<file path="src/rtl/mips_pkg.sv">
// Shared MIPS definitions: multiply/divide op encoding, unit state encoding and default width.
package mips_pkg;

    localparam int unsigned MD_WIDTH = 32;

    typedef enum logic [2:0] {
        MD_MULT  = 3'd0,
        MD_MULTU = 3'd1,
        MD_DIV   = 3'd2,
        MD_DIVU  = 3'd3,
        MD_MTHI  = 3'd4,
        MD_MTLO  = 3'd5
    } md_op_e;

    typedef enum logic [1:0] {
        IDLE,
        RUN,
        FIXUP
    } md_state_e;

endpackage

</file>
<file path="src/rtl/mult_div_unit_if.sv">
// Core <-> multiply/divide unit signals; master is the core side, slave is the unit.
interface mult_div_unit_if
    import mips_pkg::*;
#(
    parameter int unsigned WIDTH = MD_WIDTH
);
    logic             start;
    logic [2:0]       op;
    logic [WIDTH-1:0] a;
    logic [WIDTH-1:0] b;
    logic             busy;
    logic             done;
    logic             div_by_zero;
    logic [WIDTH-1:0] hi;
    logic [WIDTH-1:0] lo;

    modport master (
        output start, op, a, b,
        input  busy, done, div_by_zero, hi, lo
    );

    modport slave (
        input  start, op, a, b,
        output busy, done, div_by_zero, hi, lo
    );
endinterface

</file>
<file path="src/rtl/md_sign_fix.sv">
// Conditional two's-complement negation; yields a magnitude at operand latch and
// re-applies the sign to results in FIXUP.
module md_sign_fix #(
    parameter int unsigned Width = 32
) (
    input  logic [Width-1:0] value,
    input  logic             neg,
    output logic [Width-1:0] result
);
    always_comb begin
        result = value;
        if (neg) begin
            result = ~value + 1'b1;
        end
    end
endmodule

</file>
<file path="src/rtl/mult_div_unit.sv">
// Iterative HI/LO multiply/divide unit: one shift-add or restoring-subtract step per cycle.
// Define MULTDIV_DIV_EN to build the divide datapath (div/divu); otherwise op 2/3 are ignored.
module mult_div_unit
    import mips_pkg::*;
#(
    parameter int unsigned WIDTH = MD_WIDTH
) (
    input logic            clk,
    input logic            reset_n,
    mult_div_unit_if.slave md
);
    localparam int unsigned CntW = $clog2(WIDTH + 1);

    md_op_e             op;
    md_state_e          state_q, state_d;
    logic [CntW-1:0]    cnt_q, cnt_d;
    logic [2*WIDTH-1:0] acc_q, acc_d;
    logic [WIDTH-1:0]   opnd_q, opnd_d;
    logic               neg_q, neg_d;
    logic [WIDTH-1:0]   hi_q, hi_d;
    logic [WIDTH-1:0]   lo_q, lo_d;
    logic               done_q, done_d;
    logic               dbz_q, dbz_d;

    logic               op_signed, op_mul;
    logic [WIDTH-1:0]   a_mag, b_mag;
    logic [WIDTH:0]     mul_sum;
    logic [2*WIDTH-1:0] mul_step;
    logic [2*WIDTH-1:0] prod_fix;

    assign op        = md_op_e'(md.op);
    assign op_signed = (op == MD_MULT) || (op == MD_DIV);
    assign op_mul    = (op == MD_MULT) || (op == MD_MULTU);

    md_sign_fix #(.Width(WIDTH)) u_fix_a (
        .value  (md.a),
        .neg    (op_signed & md.a[WIDTH-1]),
        .result (a_mag)
    );

    md_sign_fix #(.Width(WIDTH)) u_fix_b (
        .value  (md.b),
        .neg    (op_signed & md.b[WIDTH-1]),
        .result (b_mag)
    );

    // acc_q holds {partial product, remaining multiplier bits}; the carry enters the top bit.
    assign mul_sum  = {1'b0, acc_q[2*WIDTH-1:WIDTH]} + (acc_q[0] ? {1'b0, opnd_q} : '0);
    assign mul_step = {mul_sum, acc_q[WIDTH-1:1]};

    md_sign_fix #(.Width(2*WIDTH)) u_fix_prod (
        .value  (acc_q),
        .neg    (neg_q),
        .result (prod_fix)
    );

`ifdef MULTDIV_DIV_EN
    logic               div_q, div_d;
    logic               neg_rem_q, neg_rem_d;
    logic               dz_q, dz_d;
    logic               op_div, b_zero;
    logic [WIDTH:0]     rem_sh, rem_sub;
    logic [2*WIDTH-1:0] div_step;
    logic [WIDTH-1:0]   quot_fix, rem_fix;

    assign op_div = (op == MD_DIV) || (op == MD_DIVU);
    assign b_zero = (md.b == '0);

    // acc_q holds {remainder, dividend/quotient}; a clear borrow bit means remainder >= divisor.
    assign rem_sh   = acc_q[2*WIDTH-1:WIDTH-1];
    assign rem_sub  = rem_sh - {1'b0, opnd_q};
    assign div_step = rem_sub[WIDTH] ? {rem_sh[WIDTH-1:0], acc_q[WIDTH-2:0], 1'b0}
                                     : {rem_sub[WIDTH-1:0], acc_q[WIDTH-2:0], 1'b1};

    md_sign_fix #(.Width(WIDTH)) u_fix_quot (
        .value  (acc_q[WIDTH-1:0]),
        .neg    (neg_q),
        .result (quot_fix)
    );

    md_sign_fix #(.Width(WIDTH)) u_fix_rem (
        .value  (acc_q[2*WIDTH-1:WIDTH]),
        .neg    (neg_rem_q),
        .result (rem_fix)
    );
`endif

    always_comb begin
        state_d = state_q;
        cnt_d   = cnt_q;
        acc_d   = acc_q;
        opnd_d  = opnd_q;
        neg_d   = neg_q;
        hi_d    = hi_q;
        lo_d    = lo_q;
        done_d  = 1'b0;
        dbz_d   = 1'b0;
`ifdef MULTDIV_DIV_EN
        div_d     = div_q;
        neg_rem_d = neg_rem_q;
        dz_d      = dz_q;
`endif
        unique case (state_q)
            IDLE: begin
                if (md.start) begin
                    if (op_mul) begin
                        acc_d   = {{WIDTH{1'b0}}, b_mag};
                        opnd_d  = a_mag;
                        neg_d   = op_signed & (md.a[WIDTH-1] ^ md.b[WIDTH-1]);
                        cnt_d   = CntW'(WIDTH);
                        state_d = RUN;
`ifdef MULTDIV_DIV_EN
                        div_d   = 1'b0;
                    end else if (op_div) begin
                        // Divide by zero keeps the raw dividend so the remainder comes out as a.
                        acc_d     = {{WIDTH{1'b0}}, b_zero ? md.a : a_mag};
                        opnd_d    = b_mag;
                        neg_d     = op_signed & (md.a[WIDTH-1] ^ md.b[WIDTH-1]) & ~b_zero;
                        neg_rem_d = op_signed & md.a[WIDTH-1] & ~b_zero;
                        dz_d      = b_zero;
                        div_d     = 1'b1;
                        cnt_d     = CntW'(WIDTH);
                        state_d   = RUN;
`endif
                    end else if (op == MD_MTHI) begin
                        hi_d = md.a;
                    end else if (op == MD_MTLO) begin
                        lo_d = md.a;
                    end
                end
            end
            RUN: begin
                cnt_d = cnt_q - 1'b1;
                if (cnt_q == CntW'(1)) begin
                    state_d = FIXUP;
                end
`ifdef MULTDIV_DIV_EN
                if (div_q) begin
                    acc_d = div_step;
                end else
`endif
                begin
                    acc_d = mul_step;
                end
            end
            FIXUP: begin
                state_d = IDLE;
                done_d  = 1'b1;
`ifdef MULTDIV_DIV_EN
                if (div_q) begin
                    lo_d  = quot_fix;
                    hi_d  = rem_fix;
                    dbz_d = dz_q;
                end else
`endif
                begin
                    hi_d = prod_fix[2*WIDTH-1:WIDTH];
                    lo_d = prod_fix[WIDTH-1:0];
                end
            end
            default: state_d = IDLE;
        endcase
    end

    always_ff @(posedge clk) begin
        if (!reset_n) begin
            state_q <= IDLE;
            cnt_q   <= '0;
            acc_q   <= '0;
            opnd_q  <= '0;
            neg_q   <= 1'b0;
            hi_q    <= '0;
            lo_q    <= '0;
            done_q  <= 1'b0;
            dbz_q   <= 1'b0;
        end else begin
            state_q <= state_d;
            cnt_q   <= cnt_d;
            acc_q   <= acc_d;
            opnd_q  <= opnd_d;
            neg_q   <= neg_d;
            hi_q    <= hi_d;
            lo_q    <= lo_d;
            done_q  <= done_d;
            dbz_q   <= dbz_d;
        end
    end

`ifdef MULTDIV_DIV_EN
    always_ff @(posedge clk) begin
        if (!reset_n) begin
            div_q     <= 1'b0;
            neg_rem_q <= 1'b0;
            dz_q      <= 1'b0;
        end else begin
            div_q     <= div_d;
            neg_rem_q <= neg_rem_d;
            dz_q      <= dz_d;
        end
    end
`endif

    assign md.busy        = (state_q != IDLE);
    assign md.done        = done_q;
    assign md.div_by_zero = dbz_q;
    assign md.hi          = hi_q;
    assign md.lo          = lo_q;
endmodule

</file>
<file path="src/flat_wrapper.sv">
// flat-port wrapper written by rule: the top's interface ports become plain ports
module mult_div_unit_flat import mips_pkg::*;
#(
    parameter int unsigned WIDTH = MD_WIDTH
)
  (clk, reset_n, md_start, md_op, md_a, md_b, md_busy, md_done, md_div_by_zero, md_hi, md_lo);
  mult_div_unit_if #(.WIDTH(WIDTH)) md_i ();
  input logic clk;
  input logic reset_n;
  input wire logic [$bits(md_i.start)-1:0] md_start;
  input wire logic [$bits(md_i.op)-1:0] md_op;
  input wire logic [$bits(md_i.a)-1:0] md_a;
  input wire logic [$bits(md_i.b)-1:0] md_b;
  output wire logic [$bits(md_i.busy)-1:0] md_busy;
  output wire logic [$bits(md_i.done)-1:0] md_done;
  output wire logic [$bits(md_i.div_by_zero)-1:0] md_div_by_zero;
  output wire logic [$bits(md_i.hi)-1:0] md_hi;
  output wire logic [$bits(md_i.lo)-1:0] md_lo;
  assign md_i.start = md_start;
  assign md_i.op = md_op;
  assign md_i.a = md_a;
  assign md_i.b = md_b;
  assign md_busy = md_i.busy;
  assign md_done = md_i.done;
  assign md_div_by_zero = md_i.div_by_zero;
  assign md_hi = md_i.hi;
  assign md_lo = md_i.lo;
  mult_div_unit #(.WIDTH(WIDTH)) u_core (.clk(clk), .reset_n(reset_n), .md(md_i));
endmodule
</file>
<file path="config.mk">
export PLATFORM = sky130hd
export DESIGN_NAME = mult_div_unit_flat
export DESIGN_NICKNAME = d
export VERILOG_FILES = /design/src/rtl/mips_pkg.sv /design/src/rtl/mult_div_unit_if.sv /design/src/rtl/md_sign_fix.sv /design/src/rtl/mult_div_unit.sv /design/src/flat_wrapper.sv
export SDC_FILE = /design/constraint.sdc
export NUM_CORES = 1
export LEC_CHECK = 0
export ABC_CLOCK_PERIOD_IN_PS = 5640
export CORE_MARGIN = 2
export CORE_UTILIZATION = 44
export CTS_CLUSTER_SIZE = 12
export DETAILED_ROUTE_END_ITERATION = 8
export PLACE_DENSITY_LB_ADDON = 0.2
export SLEW_MARGIN = 15
export SYNTH_ARGS = -nofsm -noshare
export SYNTH_HDL_FRONTEND = slang
export SYNTH_SLANG_ARGS = --single-unit
</file>
<file path="constraint.sdc">
create_clock -name clk -period 5.64 [get_ports clk]
set_clock_uncertainty 0.1 [all_clocks]
set_input_delay 0.846 -clock clk [delete_from_list [all_inputs] [get_ports clk]]
set_output_delay 0.846 -clock clk [all_outputs]
set_load 0.05 [all_outputs]
</file>
==> implementation parameters, run 1 <==
Parameter                              Value

Run status
  Outcome ... finished clean

Layout
  Share of post-route cells with drive strength above 1 ... 0.05320
  Fill cell instance count of the final layout ... 2387
  Area grow syn2layout ... 18.86%
  Summed area of non-filler cells in the final layout ... 13440 µm²
  Final Net Count ... 1580
  Fraction of the core area covered by cells at the end of the flow ... 0.5338
  Multi-input combinational cell area ... 7451 µm²
  Area taken by flip-flops and latches ... 3405 µm²
  Number of diodes added for antenna fixing ... 0

Critical path
  WP data arrival ... 4340 ps
  Critical path buffer and inverter count ... 1
  Cell family with most CP delay ... compound AO/OA/AOI/OAI gates
  Worst Reg2Reg Path Length in Cells ... 11
  Worst setup startpoint ... u_core.acc_q[0]$_SDFFE_PN0P_
  Cells along the critical path ... and2_1, ha_1, inv_1, fa_1, nor2b_1, o2111ai_1, a211oi_1, o22ai_1, a21boi_0, o21ai_0, a32o_1
  Endpoint kind of the worst setup timing path ... flop
  Setup slack of the worst register-to-register path ... 1540 ps
  Capturing instance or port of the critical path ... u_core.acc_q[59]$_SDFFE_PN0P_
  Required time at the endpoint of the critical path ... 5880 ps
  R2R Path End ... u_core.acc_q[59]$_SDFFE_PN0P_
  Max stage delay on crit path ... 1030 ps
  Library cell contributing the largest single delay on the critical path ... sky130_fd_sc_hd__dfxtp_1
  Setup CP Type ... flop to flop
  Startpoint types ... flop
  Cell depth of the worst setup path ... 11
  Worst Path Max Fanout ... 37
  Critical R2R Launch ... u_core.acc_q[0]$_SDFFE_PN0P_

Drt
  Total routed wirelength ... 37730 µm
  Via total after detailed routing ... 11390
  Routed len/inst ... 20.79 µm
  Iteration-0 DRC count of the detailed router ... 1303
  DR vias/cell ... 6.274
  Drt pass-1 iters ... 8
  # DRC ... 0
  Post-DRT Antenna Nets ... 0

Yosys
  Synthesized netlist net count ... 1510
  Proportion of synthesized chip area in sequential cells ... 0.3010
  Synth warn ... 0
  Number of distinct library cells after synthesis ... 76
  Post-synthesis async set-or-reset flop share ... 0
  Synthesized instance count ... 1402
  Synthesized cell area ... 11310 µm²
  Dominant synthesized flop cell ... sky130_fd_sc_hd__dfxtp_1
  Number of storage elements in the synthesis netlist ... 170
  EDFF count, synth ... 0
  Post-Synthesis Mean Instance Area ... 8.066 µm²

Clock network
  Library cell used as clock root buffer ... sky130_fd_sc_hd__clkbuf_16
  Quantity of hold-fixing buffers added after cts ... 0
  TritonCTS clock tree ... built
  Number of H-tree levels ... 4
  Clock transition at path regs ... 80 ps
  Max clock buf depth ... 2
  Number of setup buffers added after CTS ... 0
  Total CTS buffers ... 17
  Post-cts repair resize count ... 0
  Number of sinks on the clock net ... 170
  Source-to-sink clock delay at the later pin of the worst-skew pair ... 440 ps

GRT
  Maximum number of pins on one net before global-route repair ... 81
  GRT Residual Overflow ... 0
  First-pass GRT wire length ... 57380 µm
  Number of antenna violations at the first check in global routing ... 0
  Vias in the first global route ... 10340
  Aggregate global-route resource usage ... 0.2730

Timing
  Transition time of the tightest slew-check pin ... 1090 ps
  Worst slew margin ... 0.2731
  Finish-stage setup viols ... 0
  Unrepaired setup endpoints after global routing ... false
  Timing-limited maximum frequency ... 0.2441 GHz
  Setup TNS Final ... 0 ps
  Count of final hold-check violations ... 0
  Max-slew violation count ... 0
  Min cycle time layout ... 4096 ps
  Final Hold Slack ... 374.1 ps
  Period utilisation layout ... 0.7263

Die
  Die footprint ... 27000 µm²
  I/O pins ... 137
  Std cell rows ... 58
  Die height ... 164.3 µm
  Die span in x ... 164.3 µm
  Effective utilization at floorplan ... 0.4491
  Area of the core ... 25180 µm²

Place
  DP HPWL ... 27210 µm
  Total of buffers placed on input and output ports ... 135
  Standard cell area after detailed placement ... 12820 µm²
  RePlAce Congestion ... 0.9135

Pwr
  Max VDD drop ... 0.1602 mV
  Total power density per cell area ... 230.0 nW/µm²
  Power Total ... 0.003091 W
  Total leakage power ... 5.166 nW

Run
  Max-cap viol count ... 0

Min path
  Class of the worst hold path ... flop to flop
## cell families (layout without fill, tap and decap cells)
group                    count (synthesis)  count (layout)  synth area share
flip-flops                             170             170            0.3010
XOR/XNOR                               127             127           0.09836
other                                    1               1         0.0003316
AO/OA/AOI/OAI                          455             455            0.2784
multiplexers                            15              15           0.01361
buffers and inverters                  126             209           0.04326
adder cells (fa/ha/maj)                 38              38           0.04271
AND/OR/NAND/NOR                        470             470            0.2224
## metal layers
metal	up-vias	global-route usage	wire, µm
li1	5341	-	-
met3	84	0.03763	2881
met5	-	0	0
met2	525	0.4334	17380
met4	0	0.1057	1157
met1	5437	0.3746	16310
## per-stage QoR
step / worst slack, ps / std cells
2_1_floorplan: 2407 / 1402
3_3_place_gp: 1701 / 1783
3_5_place_dp: 1654 / 1783
4_1_cts: 1622 / 1815
5_1_grt: 1137 / 1815
6_report: 1544 / 1815
## sequential cells by signal (all words and copies together), names as in the netlist
name,cells
u_core.acc_q,64
u_core.md.hi,32
u_core.md.lo,32
u_core.opnd_q,32
u_core.cnt_q,6
u_core.state_q,2
u_core.md.done,1
u_core.neg_q,1
## layout make-up
| cell class | count | share of cell area |
|---|---|---|
| Multi-Input combinational cell | 1106 | 0.5543 |
| Sequential cell | 170 | 0.2533 |
| Timing Repair Buffer | 148 | 0.1076 |
| Clock buffer | 18 | 0.03267 |
| Tap cell | 330 | 0.03072 |
| Clock inverter | 14 | 0.01331 |
| Inverter | 29 | 0.008098 |
## synth_stat cells (all sizes together), types with 7 or more instances
master | number | share of area
nor2b | 55 | 0.030
o21ai | 99 | 0.044
o211ai | 13 | 0.0086
buf | 11 | 0.0051
o211a | 22 | 0.019
xnor2 | 45 | 0.035
o221ai | 25 | 0.019
nor3 | 31 | 0.015
o31ai | 28 | 0.019
nand4 | 12 | 0.0080
nand2b | 12 | 0.0066
inv | 29 | 0.0096
a21oi | 104 | 0.046
a211oi | 17 | 0.011
a22oi | 12 | 0.0080
clkbuf | 86 | 0.029
and2 | 45 | 0.025
nand2 | 135 | 0.045
o21bai | 7 | 0.0046
dfxtp | 170 | 0.30
ha | 37 | 0.041
mux2i | 12 | 0.011
nand3 | 26 | 0.012
or3 | 26 | 0.014
nor2 | 67 | 0.022
o41ai | 16 | 0.013
o21a | 7 | 0.0046
a21boi | 13 | 0.0086
a222oi | 28 | 0.025
xor2 | 82 | 0.064
a31oi | 9 | 0.0050
nor4 | 23 | 0.016
a21o | 10 | 0.0066
or4 | 13 | 0.0096
## how the worst min path moves through the flow
stage | from | end | slack (ps) | cells after the start
floorplan | u_core.opnd_q[31]$_SDFFE_PN0P_ | u_core.opnd_q[31]$_SDFFE_PN0P_ | 310 | 2
global placement | u_core.md.lo[22]$_SDFFE_PN0P_ | u_core.md.lo[22]$_SDFFE_PN0P_ | 350 | 2
detailed placement | u_core.md.hi[31]$_SDFFE_PN0P_ | u_core.md.hi[31]$_SDFFE_PN0P_ | 360 | 2
CTS | u_core.md.hi[31]$_SDFFE_PN0P_ | u_core.md.hi[31]$_SDFFE_PN0P_ | 370 | 2
global route | u_core.opnd_q[31]$_SDFFE_PN0P_ | u_core.opnd_q[31]$_SDFFE_PN0P_ | 400 | 2
finish | u_core.md.lo[22]$_SDFFE_PN0P_ | u_core.md.lo[22]$_SDFFE_PN0P_ | 370 | 2
## worst reg2reg max path, cell delays in order, from the launching register on
cell                        delay [ps]
sky130_fd_sc_hd__dfxtp_1          1030
sky130_fd_sc_hd__and2_1            250
sky130_fd_sc_hd__ha_1              190
sky130_fd_sc_hd__inv_1              60
sky130_fd_sc_hd__fa_1              400
sky130_fd_sc_hd__nor2b_1           170
sky130_fd_sc_hd__o2111ai_1         160
sky130_fd_sc_hd__a211oi_1          660
sky130_fd_sc_hd__o22ai_1           330
sky130_fd_sc_hd__a21boi_0          290
sky130_fd_sc_hd__o21ai_0           110
sky130_fd_sc_hd__a32o_1            260
## report_power, final
part | internal [W] | switching (W)
combinational | 0.000213 | 0.000362
sequential | 0.00124 | 0.0000416
clock | 0.000652 | 0.000582
## placed cells by master (no fill, tap or decap), types with 15 or more instances in the layout
| master | count |
|---|---|
| sky130_fd_sc_hd__clkbuf_16 | 17 |
| sky130_fd_sc_hd__nor2b_1 | 53 |
| sky130_fd_sc_hd__a21oi_1 | 104 |
| sky130_fd_sc_hd__o221ai_1 | 25 |
| sky130_fd_sc_hd__nand2_1 | 135 |
| sky130_fd_sc_hd__o211a_1 | 22 |
| sky130_fd_sc_hd__ha_1 | 37 |
| sky130_fd_sc_hd__nand3_1 | 25 |
| sky130_fd_sc_hd__dfxtp_1 | 169 |
| sky130_fd_sc_hd__nor2_1 | 67 |
| sky130_fd_sc_hd__a222oi_1 | 28 |
| sky130_fd_sc_hd__or3_1 | 26 |
| sky130_fd_sc_hd__nor3_1 | 28 |
| sky130_fd_sc_hd__clkdlybuf4s50_1 | 134 |
| sky130_fd_sc_hd__inv_1 | 29 |
| sky130_fd_sc_hd__nor4_1 | 19 |
| sky130_fd_sc_hd__o41ai_1 | 15 |
| sky130_fd_sc_hd__xor2_1 | 82 |
| sky130_fd_sc_hd__o21ai_0 | 99 |
| sky130_fd_sc_hd__xnor2_1 | 45 |
| sky130_fd_sc_hd__and2_1 | 44 |
| sky130_fd_sc_hd__a211oi_1 | 17 |
| sky130_fd_sc_hd__o31ai_1 | 27 |
Note: power is estimated with default switching activity, not from simulation.
==> run 2, diff against run 1 <==
--- a/config.mk
+++ b/config.mk
@@ -5,7 +5,7 @@
 export SDC_FILE = /design/constraint.sdc
 export NUM_CORES = 1
 export LEC_CHECK = 0
-export ABC_CLOCK_PERIOD_IN_PS = 5640
+export ABC_CLOCK_PERIOD_IN_PS = 4300
 export CORE_MARGIN = 2
 export CORE_UTILIZATION = 44
 export CTS_CLUSTER_SIZE = 12
==> constraint.sdc (replaced) <==
create_clock -name clk -period 4.3 [get_ports clk]
set_clock_uncertainty 0.1 [all_clocks]
set_input_delay 0.645 -clock clk [delete_from_list [all_inputs] [get_ports clk]]
set_output_delay 0.645 -clock clk [all_outputs]
set_load 0.05 [all_outputs]
==> run 2 against run 1 <==
Net effect: combinational power up 34%; sequential share of layout area is 0.15 points lower; first-iteration DRC count rose by 5.8%; via count rose by 0.58%; power grew 30%; flip-flop and latch count unchanged; wire length is 2.2% higher; register-to-register slack worse by 710 ps; critical endpoint unchanged.
==> implementation parameters, run 2 (synthesis results as in run 1) <==
Parameter                              Value

Die
  Die span in x ... 164.3 µm
  Die height ... 164.3 µm
  Effective utilization at floorplan ... 0.4491
  Area of the core ... 25180 µm²
  Std cell rows ... 58
  I/O pins ... 137
  Die footprint ... 27000 µm²

Drt
  Total routed wirelength ... 38570 µm
  Via total after detailed routing ... 11450
  Iteration-0 DRC count of the detailed router ... 1379
  # DRC ... 0
  Routed len/inst ... 21.08 µm
  DR vias/cell ... 6.258
  Drt pass-1 iters ... 7
  Post-DRT Antenna Nets ... 0

Place
  Standard cell area after detailed placement ... 12950 µm²
  DP HPWL ... 27880 µm
  Pre-CTS WS ... 553.0 ps
  RePlAce Congestion ... 0.9137
  Total of buffers placed on input and output ports ... 135

Timing
  Timing-limited maximum frequency ... 0.2888 GHz
  Worst slew margin ... 0.3357
  Slack of the critical path ... 836.8 ps
  Transition time of the tightest slew-check pin ... 994.3 ps
  Max-slew violation count ... 0
  Unrepaired setup endpoints after global routing ... false
  Min cycle time layout ... 3463 ps
  Setup TNS Final ... 0 ps
  Period utilisation layout ... 0.8054
  Finish-stage setup viols ... 0
  Count of final hold-check violations ... 0

Layout
  Most common cell after layout, fill and taps aside ... sky130_fd_sc_hd__dfxtp_1
  Most frequent cells in the layout ... sky130_fd_sc_hd__dfxtp_1, sky130_fd_sc_hd__nand2_1, sky130_fd_sc_hd__clkdlybuf4s50_1
  Fill cell instance count of the final layout ... 2390
  Final Net Count ... 1595
  Number of diodes added for antenna fixing ... 0
  Summed area of non-filler cells in the final layout ... 13520 µm²
  Fraction of the core area covered by cells at the end of the flow ... 0.5370
  Number of flip-flops under the largest register name ... 64
  Top reg by flops ... u_core.acc_q
  Share of post-route cells with drive strength above 1 ... 0.06267
  Area grow syn2layout ... 19.58%

GRT
  GRT Residual Overflow ... 0
  First-pass GRT wire length ... 58970 µm
  Maximum number of pins on one net before global-route repair ... 84
  Aggregate global-route resource usage ... 0.2824
  Number of antenna violations at the first check in global routing ... 0
  Vias in the first global route ... 10480

Pwr
  Total leakage power ... 5.214 nW
  Total power density per cell area ... 296.1 nW/µm²
  Power Total ... 0.004004 W
  Max VDD drop ... 0.2524 mV

Clock network
  Source-to-sink clock delay at the later pin of the worst-skew pair ... 440 ps
  Number of H-tree levels ... 4
  Max clock buf depth ... 2
  Post-cts repair resize count ... 0
  Clock transition at path regs ... 80 ps
  TritonCTS clock tree ... built
  Library cell used as clock root buffer ... sky130_fd_sc_hd__clkbuf_16
  Number of setup buffers added after CTS ... 0
  Quantity of hold-fixing buffers added after cts ... 0
  Number of sinks on the clock net ... 170
  Total CTS buffers ... 17

Critical path
  Endpoint kind of the worst setup timing path ... flop
  WP data arrival ... 3700 ps
  Setup CP Type ... flop to flop
  Worst Reg2Reg Path Length in Cells ... 10
  Worst Path Max Fanout ... 36
  Required time at the endpoint of the critical path ... 4540 ps
  Startpoint types ... flop

Run
  Max-cap viol count ... 0

Run status
  Outcome ... finished clean

Min path
  Depth of the worst hold-timing path ... 2
  Class of the worst hold path ... flop to flop
## run 2: metrics by stage
step	hold WS, ps	std cells
after floorplan	314.8	1402
after global placement	348.2	1798
after global routing	379.7	1830
after CTS	366.8	1830
final	366.3	1830
after detailed placement	356.6	1798
## run 2: per-layer routing
| metal | up-vias | wire [µm] | track usage |
|---|---|---|---|
| met5 | - | 0 | 0 |
| met2 | 533 | 17820 | 0.4498 |
| met3 | 76 | 3115 | 0.04874 |
| met1 | 5470 | 16620 | 0.3882 |
| li1 | 5374 | - | - |
| met4 | 0 | 1022 | 0.08892 |
## run 2: path summary, 6_finish.rpt
kind,startpoint,to,slack [ps]
max,u_core.acc_q[0]$_SDFFE_PN0P_,u_core.acc_q[59]$_SDFFE_PN0P_,840
min,u_core.md.hi[31]$_SDFFE_PN0P_,u_core.md.hi[31]$_SDFFE_PN0P_,370
max reg2reg,u_core.acc_q[0]$_SDFFE_PN0P_,u_core.acc_q[59]$_SDFFE_PN0P_,840
min reg2reg,u_core.md.hi[31]$_SDFFE_PN0P_,u_core.md.hi[31]$_SDFFE_PN0P_,370
## run 2: power by group
part	internal, W	total (W)	switching (W)
registers	0.00163	0.00168	0.0000545
clock network	0.000774	0.00155	0.000780
logic	0.000286	0.000769	0.000483
total	0.00269	0.00400	0.00132
## run 2: critical path: stages (launching register included)
cell	delay (ps)
sky130_fd_sc_hd__dfxtp_1	330
sky130_fd_sc_hd__buf_4	310
sky130_fd_sc_hd__and2_1	180
sky130_fd_sc_hd__ha_1	280
sky130_fd_sc_hd__a21oi_1	310
sky130_fd_sc_hd__a21oi_1	160
sky130_fd_sc_hd__or4_1	510
sky130_fd_sc_hd__o22ai_1	360
sky130_fd_sc_hd__a21boi_0	190
sky130_fd_sc_hd__or3_1	340
sky130_fd_sc_hd__a32o_1	250
## run 2: cell type report
class	count	area, µm²	area share
clock buffer	17	425.4	0.03146
multi-input combinational	1106	7451	0.5510
timing repair buffer	163	1572	0.1162
tap	330	412.9	0.03053
inverter	29	108.9	0.008050
sequential	170	3405	0.2518
clock inverter	15	148.9	0.01101
